--- src/rtl/stream_delay_pkg.sv ---
// Shared types and helpers for the stream delay-line wrapper.
package stream_delay_pkg;

    typedef enum logic [2:0] {
        IDLE,
        FILL,
        RUN,
        FLUSH,
        LAST
    } state_t;

    // Counter width able to hold the value depth itself.
    function automatic int cnt_width(input int depth);
        return $clog2(depth + 1);
    endfunction

endpackage

--- src/rtl/shift_reg_bus.sv ---
// Enable-gated delay line: each data_valid pulse shifts one sample in.
// Contents are deliberately not reset; the consumer gates them out.
module shift_reg_bus #(
    parameter int clock_cycles = 32,
    parameter int data_width   = 16
) (
    input  logic                  clk,
    input  logic                  data_valid,
    input  logic [data_width-1:0] data_in,
    output logic [data_width-1:0] data_out
);

    logic [data_width-1:0] taps [clock_cycles];

    always_ff @(posedge clk) begin
        if (data_valid) begin
            taps[0] <= data_in;
            for (int i = 1; i < clock_cycles; i++) begin
                taps[i] <= taps[i-1];
            end
        end
    end

    assign data_out = taps[clock_cycles-1];

endmodule

--- src/rtl/stream_delay_drain.sv ---
// Valid/ready wrapper around shift_reg_bus: feeds the line, tracks its fill
// level, regenerates output valid and flushes the line at end of frame.
module stream_delay_drain
    import stream_delay_pkg::*;
#(
    parameter int clock_cycles = 32,
    parameter int data_width   = 16
) (
    input  logic                  clk,
    input  logic                  rst_n,
    input  logic [data_width-1:0] s_data,
    input  logic                  s_valid,
    input  logic                  s_last,
    output logic                  s_ready,
    output logic [data_width-1:0] m_data,
    output logic                  m_valid,
    output logic                  m_last,
    input  logic                  m_ready
);

    localparam int CW = cnt_width(clock_cycles);
    localparam logic [CW-1:0] PC_FULL = CW'(clock_cycles);
    localparam logic [CW-1:0] FC_INIT = CW'(clock_cycles - 1);
    localparam logic [CW-1:0] FC_ONE  = CW'(1);

    state_t                state;
    logic [CW-1:0]         pc;
    logic [CW-1:0]         fc;
    logic [CW-1:0]         pc_next;
    logic                  acc;
    logic                  fshift;
    logic                  shift;
    logic [data_width-1:0] line_in;

    always_comb begin
        s_ready = 1'b0;
        case (state)
            IDLE, FILL: s_ready = 1'b1;
            RUN:        s_ready = !m_valid || m_ready;
            default:    s_ready = 1'b0;
        endcase
    end

    assign acc     = s_valid && s_ready;
    assign fshift  = (state == FLUSH) && (fc != '0) && (!m_valid || m_ready);
    assign shift   = acc || fshift;
    // acc and fshift never coincide because s_ready is low while flushing.
    assign line_in = acc ? s_data : '0;
    assign pc_next = (shift && (pc != PC_FULL)) ? pc + 1'b1 : pc;

    shift_reg_bus #(
        .clock_cycles (clock_cycles),
        .data_width   (data_width)
    ) u_line (
        .clk        (clk),
        .data_valid (shift),
        .data_in    (line_in),
        .data_out   (m_data)
    );

    always_ff @(posedge clk or negedge rst_n) begin
        if (!rst_n) begin
            state   <= IDLE;
            pc      <= '0;
            fc      <= '0;
            m_valid <= 1'b0;
            m_last  <= 1'b0;
        end else begin
            pc <= pc_next;

            // The line output is only meaningful once it has seen a full depth of shifts.
            if (shift && (pc_next == PC_FULL)) begin
                m_valid <= 1'b1;
            end else if (m_valid && m_ready) begin
                m_valid <= 1'b0;
            end

            case (state)
                IDLE: begin
                    if (acc) begin
                        if (s_last) begin
                            state <= FLUSH;
                            fc    <= FC_INIT;
                        end else if (pc_next == PC_FULL) begin
                            state <= RUN;
                        end else begin
                            state <= FILL;
                        end
                    end
                end
                FILL: begin
                    if (acc && s_last) begin
                        state <= FLUSH;
                        fc    <= FC_INIT;
                    end else if (pc_next == PC_FULL) begin
                        state <= RUN;
                    end
                end
                RUN: begin
                    if (acc && s_last) begin
                        state <= FLUSH;
                        fc    <= FC_INIT;
                    end
                end
                FLUSH: begin
                    if (fshift) begin
                        fc <= fc - 1'b1;
                        if (fc == FC_ONE) begin
                            m_last <= 1'b1;
                            state  <= LAST;
                        end
                    end
                end
                LAST: begin
                    if (m_valid && m_ready) begin
                        m_last <= 1'b0;
                        pc     <= '0;
                        state  <= IDLE;
                    end
                end
                default: state <= IDLE;
            endcase
        end
    end

endmodule

--- config.mk ---
export PLATFORM = sky130hd
export DESIGN_NAME = stream_delay_drain
export DESIGN_NICKNAME = d
export VERILOG_FILES = /design/src/rtl/stream_delay_pkg.sv /design/src/rtl/shift_reg_bus.sv /design/src/rtl/stream_delay_drain.sv
export SDC_FILE = /design/constraint.sdc
export NUM_CORES = 1
export LEC_CHECK = 0
export BUFFER_PORTS_ARGS = -buffer_cell sky130_fd_sc_hd__buf_2
export CAP_MARGIN = 20
export CORE_UTILIZATION = 40
export CTS_CLUSTER_DIAMETER = 120
export DETAILED_ROUTE_END_ITERATION = 6
export MAX_ROUTING_LAYER = met4
export PLACE_DENSITY = 0.56
export SLEW_MARGIN = 10
export SYNTH_ARGS = -nofsm -noshare
export SYNTH_HDL_FRONTEND = slang
export SYNTH_SLANG_ARGS = --single-unit
--- constraint.sdc ---
create_clock -name clk -period 7.58 [get_ports clk]
set_input_delay 0.758 -clock clk [delete_from_list [all_inputs] [get_ports clk]]
set_output_delay 0.758 -clock clk [all_outputs]
set_load 0.01 [all_outputs]
======== Yosys cells after proc, flatten, opt, wreduce, memory -nomap -nowiden ========
Memory sizes are Yosys's and may differ from the RTL's.
Index checks and enable logic that the tools add are counted.
word-level totals
  register bits after elaboration ......... 17
  memory bits (writable) .................. 512
  output and inout bits ................... 19
  word-level logic and storage cells ...... 70
  memories kept ........................... 1
memory list
  name         depth  width  read ports  clocked after Yosys merged registers in  write ports  RTL line             RTL
  u_line.taps  32     16     32          0                                        32           shift_reg_bus.sv:13  logic [data_width-1:0] taps [clock_cycles];
operators by class
  add/subtract/negate cells ............... 2
  eq/ne operators ......................... 15
  multiplexer cells ....................... 27
  reductions and logical operators ........ 20
operators with widths
  kind                                                                     number
  6-bit 2-to-1 mux                                                         7
  3-bit 2-to-1 mux                                                         7
  6-bit case mux with 3 select lines                                       1
  16-bit 2-to-1 mux                                                        1
  3-bit case mux with 5 select lines                                       1
  2-bit inequality test, second input constant                             5
  1-bit logical AND                                                        7
  6-bit by 1-bit adder with 6-bit output, second input constant            1
  3-bit by 2-bit equality test with 1-bit output, second input constant    2
  6-bit by 1-bit equality test with 1-bit output, second input constant    1
  6-bit equality test, second input constant                               1
  1-bit 2-to-1 mux                                                         6
  6-bit inequality test, second input constant                             1
  6-bit AND reduction                                                      1
  6-bit nonzero test                                                       1
  6-bit by 1-bit subtractor with 6-bit output, second input constant       1
  5-bit AND reduction                                                      1
  2-bit 2-to-1 mux                                                         2
  2-bit by 1-bit inequality test with 1-bit output, second input constant  2
  1-bit case mux with 2 select lines                                       2
  4-bit AND reduction                                                      1
  2-bit nonzero test                                                       2
  2-bit OR reduction                                                       2
  3-bit by 1-bit equality test with 1-bit output, second input constant    1
  other kinds (6)                                                          7

======== Depth between registers and ports, before layout ========
  depth in word-level cells ............... 12
  depth in mapped cells ................... 9
  mapped depth without buffers ............ 9

======== Modules after synthesis ========
Synthesis repeated with hierarchy kept, for this count alone.
unflattened totals
  cells, all modules ...................... 666
  area, all modules ....................... 16739.8 µm²
modules (own cells, without submodules)
  module              instances  cells an instance  area each (µm²)
  shift_reg_bus       1          528                15494.9
  stream_delay_drain  1          138                1244.9

======== Worst setup path before layout ========
OpenSTA, ideal clock, no wires.
  kind .................................... input to register
  from .................................... in m_ready
  to ...................................... reg state[0]
  data arrival time ....................... 5.969 ns
  data required time ...................... 7.455 ns
  slack ................................... 1.486 ns
  stages on the path ...................... 8
  path buffers ............................ 0
  path through ............................ nor2b_1 a2111oi_4 a21oi_4 inv_4 and4_4 o22ai_2 a41oi_1 mux2_2
between the ends
  word-level cells in the longest chain between the ends .. 11
  elaborated cells between the ends (all ways) .. 21
ends and longest elaborated chain
  element                             RTL line                                            RTL
  start: declaration                  stream_delay_drain.sv:18                            input logic m_ready
  1-bit logical OR *                  stream_delay_drain.sv:39, stream_delay_drain.sv:45
  1-bit case mux with 2 select lines  stream_delay_drain.sv:37                            case (state)
  1-bit logical AND                   stream_delay_drain.sv:44                            assign acc = s_valid && s_ready;
  1-bit logical OR *                  stream_delay_drain.sv:46                            assign shift = acc || fshift;
  named net shift                     stream_delay_drain.sv:32                            logic shift;
  1-bit logical AND *                 stream_delay_drain.sv:49                            assign pc_next = (shift && (pc != PC_FULL)) ? pc + 1'b1 : pc;
  6-bit 2-to-1 mux *                  stream_delay_drain.sv:49
  6-bit equality test *               stream_delay_drain.sv:84, stream_delay_drain.sv:95
  2-bit 2-to-1 mux                    stream_delay_drain.sv:84                            end else if (pc_next == PC_FULL) begin
  2-bit 2-to-1 mux                    stream_delay_drain.sv:81                            if (s_last) begin
  3-bit 2-to-1 mux                    stream_delay_drain.sv:80                            if (acc) begin
  3-bit case mux with 5 select lines  stream_delay_drain.sv:78                            case (state)
  end signal: assignment              stream_delay_drain.sv:82                            state <= FLUSH;
  end signal: assignment              stream_delay_drain.sv:85                            state <= RUN;
  end signal: assignment              stream_delay_drain.sv:87                            state <= FILL;
  end: declaration                    stream_delay_drain.sv:26                            state_t state;
The timed path passes the listed nets; every way through them passes the cells marked *. The select of a mux whose other input is x is not followed.
A chain may end at the register's enable or synchronous reset.

==> out/metrics.yaml <==
outcome: "finished, violations left"
violations: "DRC"
drv_slew: 0
critPathLaunchType: "flop"
antenna_found_initial: 0
cap_viol_max_count: 0
route.vias.total: 5996
p_total_uw: 8990
p_leak_uw: 0.00658
vias_per_cell: 4.58
cts_setup_buffers: 0
fin_area_um2: 19100
place_area_um2: 17500
routedWlPerCell_um: 13.8
layout.cells.non_filler: 1309
crit_chain: "nor2_1 > a21o_1 > a21oi_4 > inv_16 > buf_12"
place_hpwl_mm: 8.63
finClkSkew_ns: 0.0274
antenna-diode-count: 0
dr.pass1.iters: 6
ir_worst_vdd_v: 0.000225
setup_viol: 0
hold_buffers: 0
grt_max_degree: 200
ios: 40
layout_common_cells: "edfxtp_1 (512), clkbuf_16 (50), buf_2 (39), and3_1 (18), dfrtp_1 (17)"
clk_latency_ns: 0.55
grt_pass1_wl_mm: 30.1
place_congestion: 0.784
fp.coreArea_um2: 41000
die_h_um: 206
place_inst: 1219
critical_path_peak_fanout: 199
async_reset_ff_share_pct: 3.21
clockRootBuffer: "clkbuf_16"
start_util_pct: 40.7
gr-usage-all-layers_pct: 9.04
rsz0062_at_grt: "false"
cp-end-kind: "flop"
drive_above_1_share_pct: 16.2
port_buffers: 39
drt_iter0_markers: 504
dp_slack_ns: 3.96
syn_nets: 693
cp.arrival_ns: 3.54
rows: 74
grt_pass1_vias: 5919
critPathSlowestCell: "buf_12"
yosys.area.top_type: "edfxtp_1"
area_delta_synth_final_pct: 14.2
totalWireLength_mm: 18.1
dieWidth_um: 206
critPathMaxStageDelay_ns: 0.74
ctsResizeCount: 0
power.density_nw_per_um2: 471
ys_warn_count: 0
synth_area_um2: 16700
die_area_um2: 42600
path_class: "flop to flop"
cts.sinks: 529
fin_crit_sh_pct: 44.6
final.fill_count: 3323
cts_tree: "yes"
synth-seq-area-share_pct: 94.5
clk_pin_slew_worst_paths_ns: 0.06
crit_required_ns: 7.74
clk_path_buf_depth: 3
final_nets: 765
postRouteAntennaNets: 0
grt.overflow.total: 0
finalHoldViolCount: 0
synth_ff_type: "edfxtp_1"
numCtsBuffers: 49
hold_path_class: "primary input to async pin"
max_clock_freq_mhz: 296
worst_slew_pin_slew_ns: 1.02
htree_levels: 2
synth_edf_count: 512
synthCells: 668
setup_slack_ns: 4.20
drc: 15
min_period_ns: 3.38
synth.area.top_cells: "edfxtp_1 (92%), dfrtp_1 (2.5%), buf_4 (0.72%)"
ys_seq_elements: 529
final_common_cell: "edfxtp_1"
yosysUniqueCellTypes: 40
yosysTopAreaCellShare_pct: 92.0
setup_tns_ns: 0
maxSlewHeadroom_pct: 31.9
syn_avg_cell_area_um2: 25.0
## metal layers
| layer | track usage, % | part of all wire (%) |
|---|---|---|
| met5 | - | 0 |
| met4 | 3.78 | 2.9 |
| met3 | 2.60 | 5.3 |
| met2 | 12.7 | 45 |
| met1 | 12.3 | 47 |
## metrics by stage
stage	util [%]	hold slack, ns
final	46.5	0.129
after global placement	42.6	0.402
after global routing	46.5	0.140
after floorplan	-	0.400
after CTS	46.5	0.105
after detailed placement	42.6	0.405
## where the power goes
| group | internal (uW) | total [uW] | leakage, uW | switching (uW) |
|---|---|---|---|---|
| combinational | 156 | 785 | 0.000552 | 629 |
| sequential | 5420 | 5840 | 0.00525 | 418 |
| clock | 1410 | 2370 | 0.000784 | 965 |
## state kept, by name, summed over array words and instances, names as in the netlist
register / flops
u_line.taps: 512
m_valid: 1
state: 3
pc: 6
m_last: 1
fc: 6
## kinds of logic after synthesis
kind of cell / count (synthesis) / synth area share (%)
muxes: 2 / 0.135
DFF: 529 / 94.5
and+or+nand+nor: 70 / 2.28
buffers and inverters: 29 / 1.04
AOI/OAI and AO/OA: 23 / 1.14
adders and majority gates: 4 / 0.299
xor gates and xnor gates: 11 / 0.576
## critical path, delay by kind of cell, from the launching register on
kind                   cells  cell delay [ns]
DFF                        1             0.50
and+or+nand+nor            1             0.28
buffers and inverters      2             1.15
AOI/OAI and AO/OA          2             0.70
## cell type report
| class | instances | area (um2) | share of cell area [%] |
|---|---|---|---|
| flip-flops and latches | 529 | 15800 | 82.8 |
| well taps | 532 | 666 | 3.49 |
| clock inverters | 26 | 260 | 1.36 |
| clock buffers | 62 | 1330 | 6.95 |
| repair buffers | 44 | 263 | 1.38 |
| inverters | 6 | 38.8 | 0.203 |
| multi-input cells | 110 | 739 | 3.87 |
## synthesized netlist by cell type (2+ instances only)
master	number
a21oi_1	5
clkbuf_1	5
xnor2_1	5
ha_1	4
nor3_1	3
inv_1	5
buf_4	16
edfxtp_1	512
mux2_2	2
nor2b_1	2
a31oi_1	2
xor2_1	6
nor2_1	16
buf_2	2
a211oi_1	2
o21ai_0	4
nand3_1	9
nand2b_1	2
and3_1	18
dfrtp_1	17
nand2_1	12
## final timing paths
check                                          from             endpoint  slack, ns  cells past startpoint
worst max-delay path                       state[2]  u_line.taps[1][139]       4.20                      5
worst max register to register             state[2]  u_line.taps[1][139]       4.20                      5
worst min-delay path                          rst_n             state[2]       0.13                      1
max in group asynchronous                     rst_n                fc[2]       7.16                      1
min in group clk                u_line.taps[0][247]    u_line.taps[1][7]       0.41                      0
worst min register to register  u_line.taps[0][247]    u_line.taps[1][7]       0.41                      0
(Power assumes the default switching activity.)
